===== src/rtl/dac_upsamp_pkg.sv =====
// -----------------------------------------------------------------------------
// dac_upsamp_pkg
//   Shared definitions for the DAC transmit sample path.
//   - state_t           : interpolator sequencing states (IDLE / RUN / STARVE)
//   - midscale_code()   : offset-binary code for a zero signed sample
//   - to_offset_binary(): signed two's-complement -> offset binary (MSB invert).
//                         Also used by the ADC capture path in the reverse
//                         direction, since the MSB inversion is its own inverse.
//   Both helpers work on a 32-bit container; callers truncate to their width.
// -----------------------------------------------------------------------------
package dac_upsamp_pkg;

  typedef enum logic [1:0] {
    ST_IDLE   = 2'd0,
    ST_RUN    = 2'd1,
    ST_STARVE = 2'd2
  } state_t;

  function automatic logic [31:0] midscale_code(input int unsigned width);
    return 32'd1 << (width - 1);
  endfunction

  function automatic logic [31:0] to_offset_binary(input logic [31:0] sample,
                                                   input int unsigned width);
    return sample ^ midscale_code(width);
  endfunction

endpackage


===== src/rtl/dac_interp_core.sv =====
// -----------------------------------------------------------------------------
// dac_interp_core
//   Combinational linear interpolator:
//     v = p + ((n - p) * k) >>> UP_LOG2
//   The difference is carried at DATA_WIDTH+1 bits so full-scale swings do not
//   wrap; the phase is zero-extended so the product stays signed. The result
//   always lies between p and n, so truncating back to DATA_WIDTH is exact.
//
// Ports
//   p  in   DATA_WIDTH signed   previous sample
//   n  in   DATA_WIDTH signed   next sample
//   k  in   KW unsigned         phase within the interpolation period
//   v  out  DATA_WIDTH signed   interpolated sample
// -----------------------------------------------------------------------------
module dac_interp_core #(
  parameter int DATA_WIDTH = 14,
  parameter int UP_LOG2    = 2,
  parameter int KW         = (UP_LOG2 > 0) ? UP_LOG2 : 1
) (
  input  logic signed [DATA_WIDTH-1:0] p,
  input  logic signed [DATA_WIDTH-1:0] n,
  input  logic        [KW-1:0]         k,
  output logic signed [DATA_WIDTH-1:0] v
);

  // One guard bit for the difference, one for the zero-extended phase.
  localparam int PW = DATA_WIDTH + KW + 2;

  logic signed [DATA_WIDTH:0] diff;
  logic signed [PW-1:0]       diff_x;
  logic signed [PW-1:0]       k_x;
  logic signed [PW-1:0]       prod;

  // Arithmetic shift gives floor rounding (toward minus infinity); the
  // magnitude after shifting never exceeds |n - p|, so the narrowing is exact.
  function automatic logic signed [DATA_WIDTH-1:0] floor_scale(
    input logic signed [PW-1:0] x
  );
    return DATA_WIDTH'(x >>> UP_LOG2);
  endfunction

  always_comb begin
    diff   = (DATA_WIDTH+1)'(n) - (DATA_WIDTH+1)'(p);
    diff_x = PW'(diff);
    k_x    = $signed(PW'(k));
    prod   = diff_x * k_x;
    v      = p + floor_scale(prod);
  end

endmodule


===== src/rtl/dac_upsamp.sv =====
// -----------------------------------------------------------------------------
// dac_upsamp
//   Transmit-side sample path. Takes signed samples over an enable/busy
//   handshake into a one-entry buffer, linearly interpolates by 2^UP_LOG2 and
//   emits offset-binary DAC codes once every DAC_DIV clocks. Raises a sticky
//   underrun flag when a period ends with no new sample waiting.
//
// Ports
//   clk           in   system clock, rising edge
//   rst_n         in   asynchronous active-low reset
//   dataIn        in   DATA_WIDTH signed sample from upstream
//   in_en         in   dataIn valid this cycle
//   inbusy        out  buffer full; a transfer happens on in_en && !inbusy
//   dacdata       out  DATA_WIDTH offset-binary DAC code
//   dac_strobe    out  one-cycle pulse, dacdata updated this cycle
//   underrun      out  sticky starvation flag
//   underrun_clr  in   synchronous clear of underrun (a same-cycle set wins)
// -----------------------------------------------------------------------------
module dac_upsamp
  import dac_upsamp_pkg::*;
#(
  parameter int DATA_WIDTH = 14,
  parameter int UP_LOG2    = 2,
  parameter int DAC_DIV    = 4
) (
  input  logic                         clk,
  input  logic                         rst_n,
  input  logic signed [DATA_WIDTH-1:0] dataIn,
  input  logic                         in_en,
  output logic                         inbusy,
  output logic        [DATA_WIDTH-1:0] dacdata,
  output logic                         dac_strobe,
  output logic                         underrun,
  input  logic                         underrun_clr
);

  localparam int KW = (UP_LOG2 > 0) ? UP_LOG2 : 1;
  localparam int CW = (DAC_DIV > 1) ? $clog2(DAC_DIV) : 1;

  localparam logic [KW-1:0]         K_LAST   = KW'((1 << UP_LOG2) - 1);
  localparam logic [CW-1:0]         DIV_LAST = CW'(DAC_DIV - 1);
  localparam logic [DATA_WIDTH-1:0] MIDSCALE = DATA_WIDTH'(midscale_code(DATA_WIDTH));

  state_t                         state;
  logic        [CW-1:0]           div_cnt;
  logic        [KW-1:0]           k;
  logic signed [DATA_WIDTH-1:0]   p;
  logic signed [DATA_WIDTH-1:0]   n;
  logic signed [DATA_WIDTH-1:0]   sample_buf;
  logic                           buf_valid;

  logic                           tick;
  logic                           at_boundary;
  logic                           consume;
  logic                           starve_set;
  logic                           accept;
  logic signed [DATA_WIDTH-1:0]   interp_p0;
  logic signed [DATA_WIDTH-1:0]   v_sel_p0;

  logic        [DATA_WIDTH-1:0]   dacdata_p1;
  logic                           vld_p1;

  dac_interp_core #(
    .DATA_WIDTH (DATA_WIDTH),
    .UP_LOG2    (UP_LOG2),
    .KW         (KW)
  ) u_interp (
    .p (p),
    .n (n),
    .k (k),
    .v (interp_p0)
  );

  // ---- stage p0: tick decode, handshake and interpolated value ----
  always_comb begin
    tick        = (div_cnt == DIV_LAST);
    // IDLE and STARVE are waiting for a sample, so every tick is a boundary.
    at_boundary = (state != ST_RUN) || (k == K_LAST);
    consume     = tick && buf_valid && at_boundary;
    starve_set  = tick && (state == ST_RUN) && (k == K_LAST) && !buf_valid;
    // Blocked whenever the buffer is full, including the cycle it is consumed,
    // so a consume and an accept never coincide.
    accept      = in_en && !buf_valid;
    v_sel_p0    = (state == ST_IDLE) ? '0 : interp_p0;
  end

  // ---- stage p1: registered code, strobe, sequencing and buffer ----
  always_ff @(posedge clk or negedge rst_n) begin
    if (!rst_n) begin
      state      <= ST_IDLE;
      div_cnt    <= '0;
      k          <= '0;
      p          <= '0;
      n          <= '0;
      sample_buf <= '0;
      buf_valid  <= 1'b0;
      underrun   <= 1'b0;
      dacdata_p1 <= MIDSCALE;
      vld_p1     <= 1'b0;
    end else begin
      div_cnt <= tick ? '0 : div_cnt + CW'(1);
      vld_p1  <= tick;

      // Output uses p, n, k as they stand before this tick's update.
      if (tick) begin
        dacdata_p1 <= DATA_WIDTH'(to_offset_binary(32'(v_sel_p0), DATA_WIDTH));
      end

      if (accept) begin
        sample_buf <= dataIn;
      end

      if (consume) begin
        buf_valid <= 1'b0;
      end else if (accept) begin
        buf_valid <= 1'b1;
      end

      if (starve_set) begin
        underrun <= 1'b1;
      end else if (underrun_clr) begin
        underrun <= 1'b0;
      end

      if (tick) begin
        case (state)
          ST_IDLE: begin
            if (buf_valid) begin
              p     <= '0;
              n     <= sample_buf;
              k     <= '0;
              state <= ST_RUN;
            end
          end
          ST_RUN: begin
            if (k == K_LAST) begin
              p <= n;
              k <= '0;
              if (buf_valid) begin
                n <= sample_buf;
              end else begin
                // p == n from here on, so the output holds the last sample.
                state <= ST_STARVE;
              end
            end else begin
              k <= k + KW'(1);
            end
          end
          ST_STARVE: begin
            if (buf_valid) begin
              p     <= n;
              n     <= sample_buf;
              k     <= '0;
              state <= ST_RUN;
            end
          end
          default: begin
            state <= ST_IDLE;
          end
        endcase
      end
    end
  end

  assign inbusy     = buf_valid;
  assign dacdata    = dacdata_p1;
  assign dac_strobe = vld_p1;

endmodule


===== config.mk =====
export PLATFORM = sky130hd
export DESIGN_NAME = dac_upsamp
export DESIGN_NICKNAME = d
export VERILOG_FILES = /design/src/rtl/dac_upsamp_pkg.sv /design/src/rtl/dac_interp_core.sv /design/src/rtl/dac_upsamp.sv
export SDC_FILE = /design/constraint.sdc
export NUM_CORES = 1
export LEC_CHECK = 0
export CAP_MARGIN = 5
export CORE_MARGIN = 2
export CORE_UTILIZATION = 45
export DETAILED_ROUTE_END_ITERATION = 8
export PLACE_DENSITY = 0.75
export SYNTH_ARGS = -nofsm -noshare
export SYNTH_HDL_FRONTEND = slang
export SYNTH_SLANG_ARGS = --single-unit

===== constraint.sdc =====
create_clock -name clk -period 5.96 [get_ports clk]
set_input_delay 0.894 -clock clk [delete_from_list [all_inputs] [get_ports clk]]
set_output_delay 0.894 -clock clk [all_outputs]
set_load 0.02 [all_outputs]

==> metrics.csv <==
stage,metric,value,unit
logic_synthesis,syn_area_per_cell,9.68,um^2
layout,nFillCells,958,
floorplan,die_height,106,um
global_routing,grt_pass1_wl,15.0,mm
clock_tree,ctsResizeCount,0,
timing,finalSetupViolCount,0,
layout,seqCellArea,1630,um^2
placement,dpl.hpwl,6.79,mm
logic_synthesis,synth_fa_ha_area_share,16.9,%
power,internal_power,0.00188,W
logic_synthesis,syn-num-nets,560,
logic_synthesis,synth_edf_count,0,
worst_setup_path,critPathKind,reg -> reg,
global_routing,first_global_vias,3317,
logic_synthesis,synth_compound_area_share,19.4,%
placement,place_inst,641,
worst_setup_path,reg2reg_setup_slack,590,ps
clock_tree,post_cts_buffers,0,
worst_setup_path,start_kind,flop,
global_routing,globalRouteMet2Util,26.7,%
routing,drc,0,
clock_tree,holdBufCountCts,0,
routing,ant_nets,0,
worst_setup_path,r2r_start,p[1],
floorplan,coreArea,10200,um^2
worst_setup_path,critPathArrivalTime,5660,ps
layout,final_cell_mix,"dfrtp_1, ha_1, inv_1, nand2_1, clkdlybuf4s50_1",
clock_tree,clkSinkCount,65,
routing,wl_per_cell,13.4,um
placement,pre_cts_slack,660,ps
logic_synthesis,synth_xor_area_share,5.08,%
clock_tree,clockBufferDepth,2,
placement,finalWeightedCongestion,0.929,
timing,fin_tns_setup,0,ps
status,status,completed,
power,leakage,2.57,nW
worst_setup_path,crit_required,6250,ps
timing,fin_crit_sh,90.0,%
clock_tree,htree_levels,3,
timing,period_needed,5370,ps
power,p_sw,0.00152,W
min_path,hold_path.class,reg -> reg,
logic_synthesis,synth_area,4660,um^2
min_path,hp-start,div_cnt[0],
layout,final_util,52.6,%
routing,drt_wl_total,8.82,mm
clock_tree,cts_tree,yes,
global_routing,antenna_found_initial,0,
layout,nNetsFinal,595,
layout,areaGrowthSynthToFinish,15.0,%
logic_synthesis,synth-async-reset-ratio,100,%
global_routing,grt_start_max_net_pins,66,
power,combPwrFrac,64.9,%
timing,max_slew.worst_pin.slew,792,ps
routing,via_count,3494,
global_routing,grt-ovfl-total,0,
routing,drt_iter0_markers,97,
clock_tree,cts-root-buf,clkbuf_8,
timing,slew_violations,0,
timing,grt_setup_unrepaired,no,
logic_synthesis,synthSimpleGateAreaFrac,12.4,%
power,power.density,635,nW/um^2
power,irDropWorstVdd,0.000243,V
global_routing,grtUsageMet1,22.3,%
power,power_frac_seq,22.6,%
layout,fin_cells,657,
timing,fmax,186,MHz
layout,multi_input_area,2830,um^2
timing,slew_headroom,47.2,%
logic_synthesis,yosysWarningCount,0,
flow_run,max-cap-violations,0,
logic_synthesis,synthDistinctLibCells,54,
floorplan,rows,37,
logic_synthesis,synth_cells,481,
worst_setup_path,cp-startpoint,p[1],
timing,finClkSkew,11.5,ps
logic_synthesis,yosysSeqAreaShare,35.0,%
power,p_sw_share,44.7,%
global_routing,grt_use_total,16.7,%
timing,fin_ws,594,ps
floorplan,initial_core_util,45.7,%
layout,insertedDiodeCount,0,
placement,portBuffers,34,
floorplan,top_level_ports,35,
layout,drive_above_1_share,11.3,%
clock_tree,worstSkewPairLatency,350,ps
power,p_clk_share,12.5,%
floorplan,fp.dieW,106,um
worst_setup_path,endpoint_kind,flop,
layout,mostFrequentLayoutCell,dfrtp_1,
clock_tree,cts.clk_slew.worst_paths,80,ps
global_routing,met3_usage,3.22,%
logic_synthesis,ys.flop_type,dfrtp_1,
routing,via_per_inst,5.32,
floorplan,die_area,11200,um^2
clock_tree,cts_buffers,9,
timing,final_hold_viol_count,0,
logic_synthesis,synth_mux_area_share,6.99,%
logic_synthesis,synth_top_family_by_area,compound AO/OA/AOI/OAI gates,
global_routing,grt_busiest_layer,met2,
logic_synthesis,ys_ff_latch,65,
routing,drtPass1Iterations,4,
worst_setup_path,critPathMaxFanout,6,
[cell type report]
class | count | area share (%)
Multi-Input combinational cell | 363 | 52.8
Inverter | 40 | 2.80
Sequential cell | 65 | 30.4
Clock inverter | 6 | 1.73
Clock buffer | 10 | 2.38
Tap cell | 136 | 3.18
Timing Repair Buffer | 37 | 6.68
[registers in the layout, indices dropped and copies added (netlist names), 2 cells and up]
register	flops
sample_buf	14
n	14
div_cnt	2
p	14
k	2
state	2
dacdata	14
[worst max-delay path, cell delays in order, from the launching register on]
cell       delay (ps)
dfrtp_1           420
inv_1             100
ha_1              270
nor2b_1           110
o21ai_0           110
a21boi_0          330
nor2_1            100
and2_1            170
ha_1              340
fa_1              470
a21o_1            200
a21oi_2           190
nor2b_1            70
o21a_1            190
o22a_1            200
a21oi_1           190
xnor2_1           140
ha_1              300
a21o_1            200
a21o_1            200
a21o_1            180
a21o_1            190
a2111oi_0         460
a221o_1           180
[through the flow]
stage	hold slack [ps]	total power, W	area [um^2]
final	432	0.00340	5350
after global routing	450	0.00374	5350
after floorplan	403	0.00250	4660
after global placement	414	0.00290	5130
after detailed placement	424	0.00295	5130
after CTS	435	0.00341	5350
[path summary, 6_finish.rpt]
| check | end | cells after the start |
|---|---|---|
| max | dacdata[12] | 23 |
| min reg2reg | div_cnt[0] | 1 |
| min | div_cnt[0] | 1 |
| max reg2reg | dacdata[12] | 23 |
| min in group asynchronous | sample_buf[11] | 2 |
| max in group asynchronous | dacdata[6] | 2 |
[kinds of logic after synthesis]
| logic type | count (synthesis) |
|---|---|
| compound gates | 130 |
| xor+xnor | 27 |
| fa+ha+maj | 61 |
| buf+inv | 53 |
| flops | 65 |
| mux | 29 |
| simple gates | 116 |
[per-layer routing]
metal | up-vias | wire (um)
li1 | 1784 | -
met1 | 1636 | 4330
met2 | 59 | 3960
met3 | 15 | 350
met4 | 0 | 177
met5 | - | 0
[power groups by stage]
stage,Sequential [W],Clock [W],Combinational [W]
floorplan,0.000757,0,0.00174
global placement,0.000769,0,0.00213
detailed placement,0.000780,0,0.00217
CTS,0.000771,0.000432,0.00221
global route,0.000798,0.000453,0.00249
finish,0.000770,0.000425,0.00221
[synth_stat cells (3+ instances only)]
cell type / n / area share, %
nor2b_1: 8 / 1.1
a211oi_1: 3 / 0.48
nor3_1: 7 / 0.75
o211ai_1: 4 / 0.64
nand3_1: 4 / 0.43
a2111oi_0: 3 / 0.56
nand2_1: 40 / 3.2
ha_1: 58 / 16
dfrtp_1: 64 / 34
o21bai_1: 4 / 0.64
xor2_1: 7 / 1.3
and3_1: 3 / 0.40
a21oi_1: 21 / 2.3
fa_1: 3 / 1.3
a31oi_1: 4 / 0.54
inv_1: 40 / 3.2
xnor2_1: 20 / 3.8
nand2b_1: 6 / 0.81
and2_1: 21 / 2.8
a21boi_0: 3 / 0.48
o32ai_1: 3 / 0.56
nor2_1: 19 / 1.5
a21o_1: 20 / 3.2
o21ai_0: 31 / 3.3
a221o_1: 4 / 0.86
mux2_2: 28 / 6.8
clkbuf_1: 11 / 0.89
o21a_1: 5 / 0.81
o2bb2ai_1: 6 / 1.1
Power figures use the tool's default switching activity.
